File: src/rtl/darkmm_router.sv
// Data-bus router: decodes one core request into one of NREG base/mask regions,
// runs a single outstanding access with wait states, timeout and sticky error capture.
module darkmm_router #(
    parameter int                    NREG     = 4,
    parameter int                    AW       = 32,
    parameter int                    DW       = 32,
    parameter logic [NREG*AW-1:0]    REG_BASE = {32'h4000_0000, 32'h8000_0000, 32'h2000_0000, 32'h0000_0000},
    parameter logic [NREG*AW-1:0]    REG_MASK = {32'hC000_0000, 32'hC000_0000, 32'hE000_0000, 32'hE000_0000},
    parameter int                    TIMEOUT  = 255,
    parameter int                    TW       = 8
) (
    input  logic                 clk,
    input  logic                 res,
    input  logic                 core_en,
    input  logic                 core_rw,
    input  logic [DW/8-1:0]      core_be,
    input  logic [AW-1:0]        core_addr,
    input  logic [DW-1:0]        core_wdata,
    output logic                 core_ready,
    output logic                 core_valid,
    output logic                 core_err,
    output logic [DW-1:0]        core_rdata,
    output logic [NREG-1:0]      tgt_en,
    output logic                 tgt_rw,
    output logic [DW/8-1:0]      tgt_be,
    output logic [AW-1:0]        tgt_addr,
    output logic [DW-1:0]        tgt_wdata,
    input  logic [NREG*DW-1:0]   tgt_rdata,
    input  logic [NREG-1:0]      tgt_ack,
    output logic                 err_flag,
    output logic [AW-1:0]        err_addr,
    input  logic                 err_clr
);
    localparam int SW = (NREG > 1) ? $clog2(NREG) : 1;

    typedef enum logic [1:0] {IDLE, ACCESS, DONE, ERR} state_t;

    state_t              state_reg, state_next;
    logic [TW-1:0]       timer_reg;
    logic [SW-1:0]       sel_reg;
    logic                rw_reg;
    logic [DW/8-1:0]     be_reg;
    logic [AW-1:0]       addr_reg;
    logic [AW-1:0]       off_reg;
    logic [DW-1:0]       wdata_reg;
    logic [DW-1:0]       rdata_reg;
    logic                err_flag_reg;
    logic [AW-1:0]       err_addr_reg;

    logic [NREG-1:0]     hit;
    logic [DW-1:0]       rdata_arr [NREG];
    logic                dec_hit;
    logic [SW-1:0]       dec_idx;
    logic [AW-1:0]       dec_mask;
    logic                sel_ack;
    logic                timed_out;

    generate
        for (genvar gi = 0; gi < NREG; gi++) begin : g_region
            assign hit[gi]       = ((core_addr & REG_MASK[gi*AW +: AW]) == REG_BASE[gi*AW +: AW]);
            assign rdata_arr[gi] = tgt_rdata[gi*DW +: DW];
        end
    endgenerate

    // Walk downwards so the lowest matching index is the one left standing.
    always_comb begin
        dec_hit  = 1'b0;
        dec_idx  = '0;
        dec_mask = '0;
        for (int i = NREG - 1; i >= 0; i--) begin
            if (hit[i]) begin
                dec_hit  = 1'b1;
                dec_idx  = SW'(i);
                dec_mask = REG_MASK[i*AW +: AW];
            end
        end
    end

    assign sel_ack   = tgt_ack[sel_reg];
    assign timed_out = (timer_reg == TW'(TIMEOUT - 1));

    always_ff @(posedge clk or negedge res) begin
        if (!res) state_reg <= IDLE;
        else      state_reg <= state_next;
    end

    always_comb begin
        state_next = state_reg;
        unique case (state_reg)
            IDLE:    if (core_en) state_next = dec_hit ? ACCESS : ERR;
            ACCESS:  if (sel_ack) state_next = DONE;
                     else if (timed_out) state_next = ERR;
            DONE:    state_next = IDLE;
            ERR:     state_next = IDLE;
            default: state_next = IDLE;
        endcase
    end

    always_comb begin
        core_ready = (state_reg == IDLE);
        core_valid = (state_reg == DONE) || (state_reg == ERR);
        core_err   = (state_reg == ERR);
        tgt_en     = '0;
        if (state_reg == ACCESS) tgt_en[sel_reg] = 1'b1;
    end

    always_ff @(posedge clk or negedge res) begin
        if (!res) begin
            timer_reg <= '0;
            sel_reg   <= '0;
            rw_reg    <= 1'b0;
            be_reg    <= '0;
            addr_reg  <= '0;
            off_reg   <= '0;
            wdata_reg <= '0;
            rdata_reg <= '0;
        end else begin
            if (state_reg == IDLE) begin
                timer_reg <= '0;
                if (core_en) begin
                    sel_reg   <= dec_idx;
                    rw_reg    <= core_rw;
                    be_reg    <= core_be;
                    addr_reg  <= core_addr;
                    off_reg   <= core_addr & ~dec_mask;
                    wdata_reg <= core_wdata;
                end
            end else if (state_reg == ACCESS) begin
                timer_reg <= timer_reg + 1'b1;
            end
            // Read data is zeroed on the way into ERR so the error beat never carries stale data.
            if (state_next == ERR && state_reg != ERR)
                rdata_reg <= '0;
            else if (state_reg == ACCESS && sel_ack)
                rdata_reg <= rw_reg ? '0 : rdata_arr[sel_reg];
        end
    end

    // A capture in the ERR beat overrides a simultaneous clear; otherwise the first error is kept.
    always_ff @(posedge clk or negedge res) begin
        if (!res) begin
            err_flag_reg <= 1'b0;
            err_addr_reg <= '0;
        end else if (state_reg == ERR && (!err_flag_reg || err_clr)) begin
            err_flag_reg <= 1'b1;
            err_addr_reg <= addr_reg;
        end else if (err_clr) begin
            err_flag_reg <= 1'b0;
            err_addr_reg <= '0;
        end
    end

    assign core_rdata = rdata_reg;
    assign tgt_rw     = rw_reg;
    assign tgt_be     = be_reg;
    assign tgt_addr   = off_reg;
    assign tgt_wdata  = wdata_reg;
    assign err_flag   = err_flag_reg;
    assign err_addr   = err_addr_reg;

endmodule

File: config.mk
export PLATFORM = sky130hd
export DESIGN_NAME = darkmm_router
export DESIGN_NICKNAME = d
export VERILOG_FILES = /design/src/rtl/darkmm_router.sv
export SDC_FILE = /design/constraint.sdc
export NUM_CORES = 1
export LEC_CHECK = 0
export ABC_AREA = 1
export BUFFER_PORTS_ARGS = -buffer_cell sky130_fd_sc_hd__buf_2
export CAP_MARGIN = 10
export CELL_PAD_IN_SITES_DETAIL_PLACEMENT = 1
export CELL_PAD_IN_SITES_GLOBAL_PLACEMENT = 1
export CORE_UTILIZATION = 35
export CTS_BUF_LIST = sky130_fd_sc_hd__clkbuf_16
export CTS_CLUSTER_DIAMETER = 60
export CTS_CLUSTER_SIZE = 8
export DETAILED_ROUTE_END_ITERATION = 7
export PLACE_DENSITY = 0.91
export SLEW_MARGIN = 20
export SYNTH_ARGS = -nofsm -noshare
export SYNTH_HDL_FRONTEND = slang
export SYNTH_SLANG_ARGS = --single-unit
File: constraint.sdc
create_clock -name clk -period 2.4 [get_ports clk]
set_clock_uncertainty 0.15 [all_clocks]
set_input_delay 0.48 -clock clk [delete_from_list [all_inputs] [get_ports clk]]
set_output_delay 0.48 -clock clk [all_outputs]
set_load 0.02 [all_outputs]
==> impl_metrics.json, run 1 <==
{
  "fp.dieH_um": 149,
  "drtPass1Iterations": 4,
  "grt_util_all_layers_pct": 24.6,
  "hold_end": "tgt_wdata[29]",
  "drt_iter0_drc": 289,
  "fillers": 2744,
  "ys_ff_latch": 148,
  "max-vdd-ir-drop_uv": 440,
  "io_buffers": 345,
  "grt_pass1_vias": 8019,
  "grt_pass1_wl_mm": 42.3,
  "r2r-start": "state_reg[1]",
  "place_area_um2": 9180,
  "power_per_cell_area_nw_per_um2": 1320,
  "drcViolationCount": 0,
  "layout-drive-gt1-share_pct": 31.9,
  "power_mw": 12.9,
  "vias": 7816,
  "gp_congestion": 0.919,
  "die_x_um": 149,
  "areaGrowthSynthToFinish_pct": 29.8,
  "synth_cell_types": 24,
  "tns_ns": 0,
  "synth_most_common_cell": "nand2_1",
  "synthArstFlopShare_pct": 100,
  "vias_per_cell": 4.93,
  "drv_cap": 0,
  "synth_area_leader_cell": "dfrtp_1",
  "rr_worst_depth": 8,
  "ios": 346,
  "setup_violations": 0,
  "clkTransAtPathRegs_ns": 0.07,
  "path_class": "reg -> out",
  "num-nets-final": 1503,
  "syn_avg_cell_area_um2": 7.54,
  "wire_per_inst_um": 17.1,
  "timing.rr.end": "addr_reg[14]",
  "cts_root_buffer": "clkbuf_16",
  "synth_area_leaders": "dfrtp_1 49%, nand2_1 21%, nand3_1 13%, buf_4 4.9%, nor2_1 3.7%",
  "leakage_nw": 5.84,
  "synth_cells": 1001,
  "synth_warnings": 0,
  "cts_tree": "done",
  "clk_latency_ns": 0.42,
  "worst_slack_ns": 0.0738,
  "critical_path_required_ns": 1.77,
  "slew_viol_final": 0,
  "layout.cells.non_filler": 1585,
  "hp-start": "core_wdata[29]",
  "hold_viol_final": 0,
  "max-clock-path-buffers": 2,
  "overflow": 0,
  "final_cell_area_um2": 9800,
  "max_slew_margin_pct": 53.3,
  "rsz0062_at_grt": "no",
  "end_kind": "output port",
  "final_core_util_pct": 46.5,
  "synthTopCellsByCount": "427 x nand2_1, 194 x nand3_1, 148 x dfrtp_1",
  "status": "complete, no violations",
  "cts-buffers-inserted": 17,
  "finalWorstPathRequiredPeriod_ns": 2.33,
  "cts_sinks": 148,
  "dieArea_um2": 22200,
  "fmax_mhz": 430,
  "postRouteAntennaNets": 0,
  "reg2reg_slack_ns": 0.44,
  "rows": 53,
  "synthesis.nets": 1212,
  "cts_setup_buffers": 0,
  "cp.arrival_ns": 1.70,
  "hold_depth": 3,
  "hold_slack_ns": 0.108,
  "hold_path.class": "in -> reg",
  "start_util_pct": 35.8,
  "yosysSeqAreaShare_pct": 49.0,
  "drt_wl_total_mm": 27.2,
  "worst-slew-pin-transition_ns": 0.698,
  "synth_edf_count": 0,
  "fin_crit_sh_pct": 96.9,
  "syn_area_um2": 7550,
  "antenna_found_initial": 7,
  "grt_max_degree": 59,
  "netlist.area_leader.share_pct": 49.0,
  "worst-path-max-fanout": 15,
  "dp_cells": 1547,
  "h-tree-depth": 4,
  "synth_flop_cell": "dfrtp_1",
  "core-area_um2": 21100,
  "dp_hpwl_mm": 20.5,
  "worstSetupStartpointType": "register",
  "dp_slack_ns": 0.491
}
[power breakdown]
| part | total [mW] | leakage [nW] | internal, mW | switching, mW |
|---|---|---|---|---|
| clock | 2.67 | 0.285 | 1.48 | 1.19 |
| sequential | 4.15 | 1.91 | 3.44 | 0.715 |
| combinational | 6.09 | 3.64 | 1.81 | 4.28 |
[kinds of logic (layout without fill, tap and decap cells)]
kind of cell             after synthesis  in the layout  share of synthesized area (%)
flip-flops                           148            148                           49.0
other                                  0              5                              0
buffers and inverters                120            424                           9.64
XOR/XNOR                               1              1                          0.116
adder cells (fa/ha/maj)                6              6                          0.994
AO/OA/AOI/OAI                         17             17                           1.14
AND/OR/NAND/NOR                      709            709                           39.1
[timing repair]
| action | CTS | global route |
|---|---|---|
| endpoints found under the setup margin | 0 | 1 |
| hold buffers | 1 | 0 |
| resized for setup | 0 | 1 |
| endpoints found under the hold margin | 53 | 0 |
[metal layers]
layer  part of all wire [%]  up-vias  track usage, %
met5                  0.040        -               0
met4                    2.5        2            9.49
met3                    7.2       48            5.50
met2                     51      336            43.5
met1                     39     3702            28.9
li1                       -     3728               -
[area by class of cell]
class / instances / area (µm²) / share of cell area [%]
antenna: 5 / 12.5 / 0.128
clock buffer: 17 / 425 / 4.34
clock inverter: 15 / 166 / 1.70
inverter: 23 / 91.3 / 0.932
multi-input combinational: 733 / 3120 / 31.9
sequential: 148 / 3710 / 37.8
tap: 275 / 344 / 3.51
timing repair buffer: 369 / 1930 / 19.7
[cell usage in the layout, fill, tap and decap left out, drive strengths merged]
cell type / n
bufinv: 1
inv: 30
o22ai: 1
nor2: 78
nand3: 194
xor2: 1
clkbuf: 17
dfrtp: 148
ha: 6
nand2: 430
a21oi: 4
dlygate4sd3: 1
diode: 5
nor3: 6
buf: 368
clkinvlp: 2
clkinv: 5
nand4: 1
o21ai: 12
[worst max path at each step]
| stage | from | end | slack (ns) |
|---|---|---|---|
| 2_1_floorplan | sel_reg[0] | tgt_en[0] | 0.48 |
| 3_3_place_gp | state_reg[1] | tgt_en[3] | 0.54 |
| 3_5_place_dp | sel_reg[0] | core_rdata[18] | 0.49 |
| 4_1_cts | state_reg[1] | tgt_en[1] | 0.08 |
| 5_1_grt | state_reg[1] | core_err | 0.02 |
| 6_report | state_reg[1] | core_err | 0.07 |
[worst max-delay path: stages (launching register included)]
cell and delay (ns):
dfrtp_1 0.53, nand2_1 0.21, inv_2 0.30, buf_2 0.23
(Power assumes the default switching activity.)
==> run 2, diff against run 1 <==
--- a/config.mk
+++ b/config.mk
@@ -6,10 +6,9 @@
 export NUM_CORES = 1
 export LEC_CHECK = 0
-export ABC_AREA = 1
 export BUFFER_PORTS_ARGS = -buffer_cell sky130_fd_sc_hd__buf_2
 export CAP_MARGIN = 10
 export CELL_PAD_IN_SITES_DETAIL_PLACEMENT = 1
 export CELL_PAD_IN_SITES_GLOBAL_PLACEMENT = 1
-export CORE_UTILIZATION = 35
+export CORE_UTILIZATION = 39
 export CTS_BUF_LIST = sky130_fd_sc_hd__clkbuf_16
 export CTS_CLUSTER_DIAMETER = 60
--- a/constraint.sdc
+++ b/constraint.sdc
@@ -3,3 +3,3 @@
 set_input_delay 0.48 -clock clk [delete_from_list [all_inputs] [get_ports clk]]
 set_output_delay 0.48 -clock clk [all_outputs]
-set_load 0.02 [all_outputs]
+set_load 0.01 [all_outputs]
==> run 2 against run 1 <==
Synthesized cell count shrank 44%. Utilization grew 6.7 points. Synthesized area is essentially flat. Total power shrank 4.1%. Sequential cell count is the same. Critical path type unchanged. Global-route usage shrank 0.54 points. Via count shrank 24%. Hold slack gained 0.032 ns. Clock-buffer cell count is the same. Final cell count shrank 28%. Combinational power shrank 7.9%.
==> impl_metrics.json, run 2 <==
{
  "finalWorstPathRequiredPeriod_ns": 2.28,
  "layout.cells.non_filler": 1138,
  "path_cells": "nand2b_4 -> nor3b_1 -> buf_2",
  "n_antenna_cell": 0,
  "place_area_um2": 9430,
  "io_buffers": 345,
  "intPower_mw": 7.80,
  "grt_pass1_wl_mm": 36.8,
  "path_buf_inv": 1,
  "cts_setup_buffers": 0,
  "cts_sinks": 148,
  "path_depth": 3,
  "overflow": 0,
  "synth_xor_xnor_area_share_pct": 0.116,
  "netlist.area_leader.share_pct": 49.0,
  "synthMuxAreaShare_pct": 25.3,
  "max-clock-path-buffers": 2,
  "layout-drive-gt1-share_pct": 65.4,
  "cp.arrival_ns": 1.65,
  "mostFrequentLayoutCell": "buf_2",
  "dieArea_um2": 19900,
  "start_util_pct": 40.1,
  "power_mw": 12.4,
  "grt_pass1_vias": 6613,
  "fmax_mhz": 438,
  "vias_per_cell": 5.19,
  "synthesis.nets": 768,
  "tns_ns": 0,
  "drtPass1Iterations": 4,
  "crit_path_start": "state_reg[1]",
  "drt_iter0_drc": 267,
  "final_cell_area_um2": 10000,
  "synth_compound_area_share_pct": 9.31,
  "core-area_um2": 18800,
  "dp_cells": 1105,
  "slew_viol_final": 0,
  "clk_latency_ns": 0.42,
  "final_core_util_pct": 53.2,
  "synth_area_leader_cell": "dfrtp_1",
  "end_kind": "output port",
  "rr_worst_depth": 4,
  "worst_slack_ns": 0.118,
  "grt_max_degree": 46,
  "clkPwrFrac_pct": 20.9,
  "max-vdd-ir-drop_uv": 627,
  "cts-buffers-inserted": 17,
  "max_stage_delay_ns": 0.52,
  "yosysSeqAreaShare_pct": 49.0,
  "cts_tree": "done",
  "power_per_cell_area_nw_per_um2": 1240,
  "synth_flop_cell": "dfrtp_1",
  "h-tree-depth": 4,
  "comb_power_share_pct": 45.3,
  "worst-slew-pin-transition_ns": 0.470,
  "vias": 5906,
  "hold_slack_ns": 0.140,
  "path_class": "reg -> out",
  "synth-adder-area-share_pct": 0.994,
  "critPathTopFamily": "simple AND/OR/NAND/NOR gates",
  "clkTransAtPathRegs_ns": 0.07,
  "gp_congestion": 0.849,
  "rsz0062_at_grt": "no",
  "drcViolationCount": 0,
  "hold_path.class": "in -> reg",
  "syn_area_um2": 7550,
  "wire_per_inst_um": 20.5,
  "worst-path-max-fanout": 8,
  "cts_root_buffer": "clkbuf_16",
  "synth_cells": 557,
  "switchingPower_mw": 4.58,
  "yosys.area_share.simple_pct": 8.80,
  "synthArstFlopShare_pct": 100,
  "p_sw_share_pct": 37.0,
  "die_x_um": 141,
  "endpoint": "tgt_en[2]",
  "dp_hpwl_mm": 17.8,
  "setup_violations": 0,
  "critical_path_required_ns": 1.77,
  "syn_avg_cell_area_um2": 13.6,
  "timing.rr.end": "core_rdata[8]",
  "fin_crit_sh_pct": 95.1,
  "synth_area_leaders": "dfrtp_1 49%, mux2_2 15%, mux4_2 9.8%, nand4b_1 3.8%, a21bo_2 3.4%",
  "cpMaxStageDelayCell": "dfrtp_1",
  "hold_viol_final": 0,
  "num-nets-final": 1076,
  "synth_most_common_cell": "dfrtp_1",
  "areaGrowthSynthToFinish_pct": 32.6,
  "worstSetupStartpointType": "register",
  "leakage_nw": 4.89,
  "seqPwrFrac_pct": 33.8,
  "synth_cell_types": 39,
  "rows": 50,
  "drt_wl_total_mm": 23.3,
  "postRouteAntennaNets": 0,
  "max_slew_margin_pct": 68.6,
  "status": "complete, no violations",
  "reg2reg_slack_ns": 0.37,
  "synth_top_family_by_area": "multiplexers",
  "drv_cap": 0,
  "fp.dieH_um": 141,
  "synth_warnings": 0,
  "ios": 346,
  "dp_slack_ns": 0.177,
  "most-common-layout-cells": "344 x buf_2, 147 x dfrtp_1, 103 x mux2_2",
  "grt_util_all_layers_pct": 24.1,
  "ys_ff_latch": 148,
  "r2r-start": "sel_reg[0]",
  "synth_edf_count": 0,
  "synthTopCellsByCount": "148 x dfrtp_1, 103 x mux2_2, 34 x buf_4, 34 x nor2b_1",
  "antenna_found_initial": 3
}
## run 2: cell types whose count changed after synthesis, moves of 26 or more
cell and delta:
nand2_1 -420, nand3_1 -191, mux2_2 +103, nor2_1 -69
nor2b_1 +34, mux4_2 +33, nand4b_1 +33, a211oi_1 +26
a21bo_2 +26
## run 2: per-layer routing
| layer | vias up | GRT usage (%) | share of wire [%] |
|---|---|---|---|
| met4 | 4 | 9.15 | 3.1 |
| met2 | 193 | 42.1 | 53 |
| li1 | 2638 | - | - |
| met3 | 55 | 6.73 | 5.4 |
| met5 | - | 0 | 0.13 |
| met1 | 3016 | 28.0 | 39 |
## run 2: kinds of logic after synthesis
logic type	after synthesis
flip-flops	148
multiplexers	137
AND/OR/NAND/NOR	95
buffers and inverters	87
AO/OA/AOI/OAI	83
adder cells (fa/ha/maj)	6
XOR/XNOR	1
## run 2: worst min path at each step
stage / from / endpoint / cells past startpoint
floorplan: res / addr_reg[0] / 0
global placement: res / core_rdata[6] / 1
detailed placement: res / core_rdata[9] / 1
CTS: core_addr[0] / addr_reg[0] / 2
global route: core_wdata[0] / tgt_wdata[0] / 2
finish: core_wdata[22] / tgt_wdata[22] / 2
## run 2: repair_timing
action                     4_1_cts  5_1_grt
hold endpoints to repair        42        0
setup endpoints to repair        1        1
gates resized for setup          2        1
hold buffers                     1        0
## run 2: area by class of cell
cell class              instances  area (µm²)
repair buffers                369        1990
clock inverters                15         146
flip-flops and latches        148        3700
multi-input cells             322        3400
fillers                      2053        8810
well taps                     260         325
clock buffers                  17         425
inverters                       7        26.3
## run 2: power groups by stage
stage / clock network [mW] / logic [mW] / registers, mW
floorplan: 0 / 3.69 / 4.33
global placement: 0 / 5.44 / 4.13
detailed placement: 0 / 5.64 / 4.21
CTS: 2.65 / 5.67 / 4.19
global route: 2.74 / 6.01 / 4.32
finish: 2.59 / 5.61 / 4.18
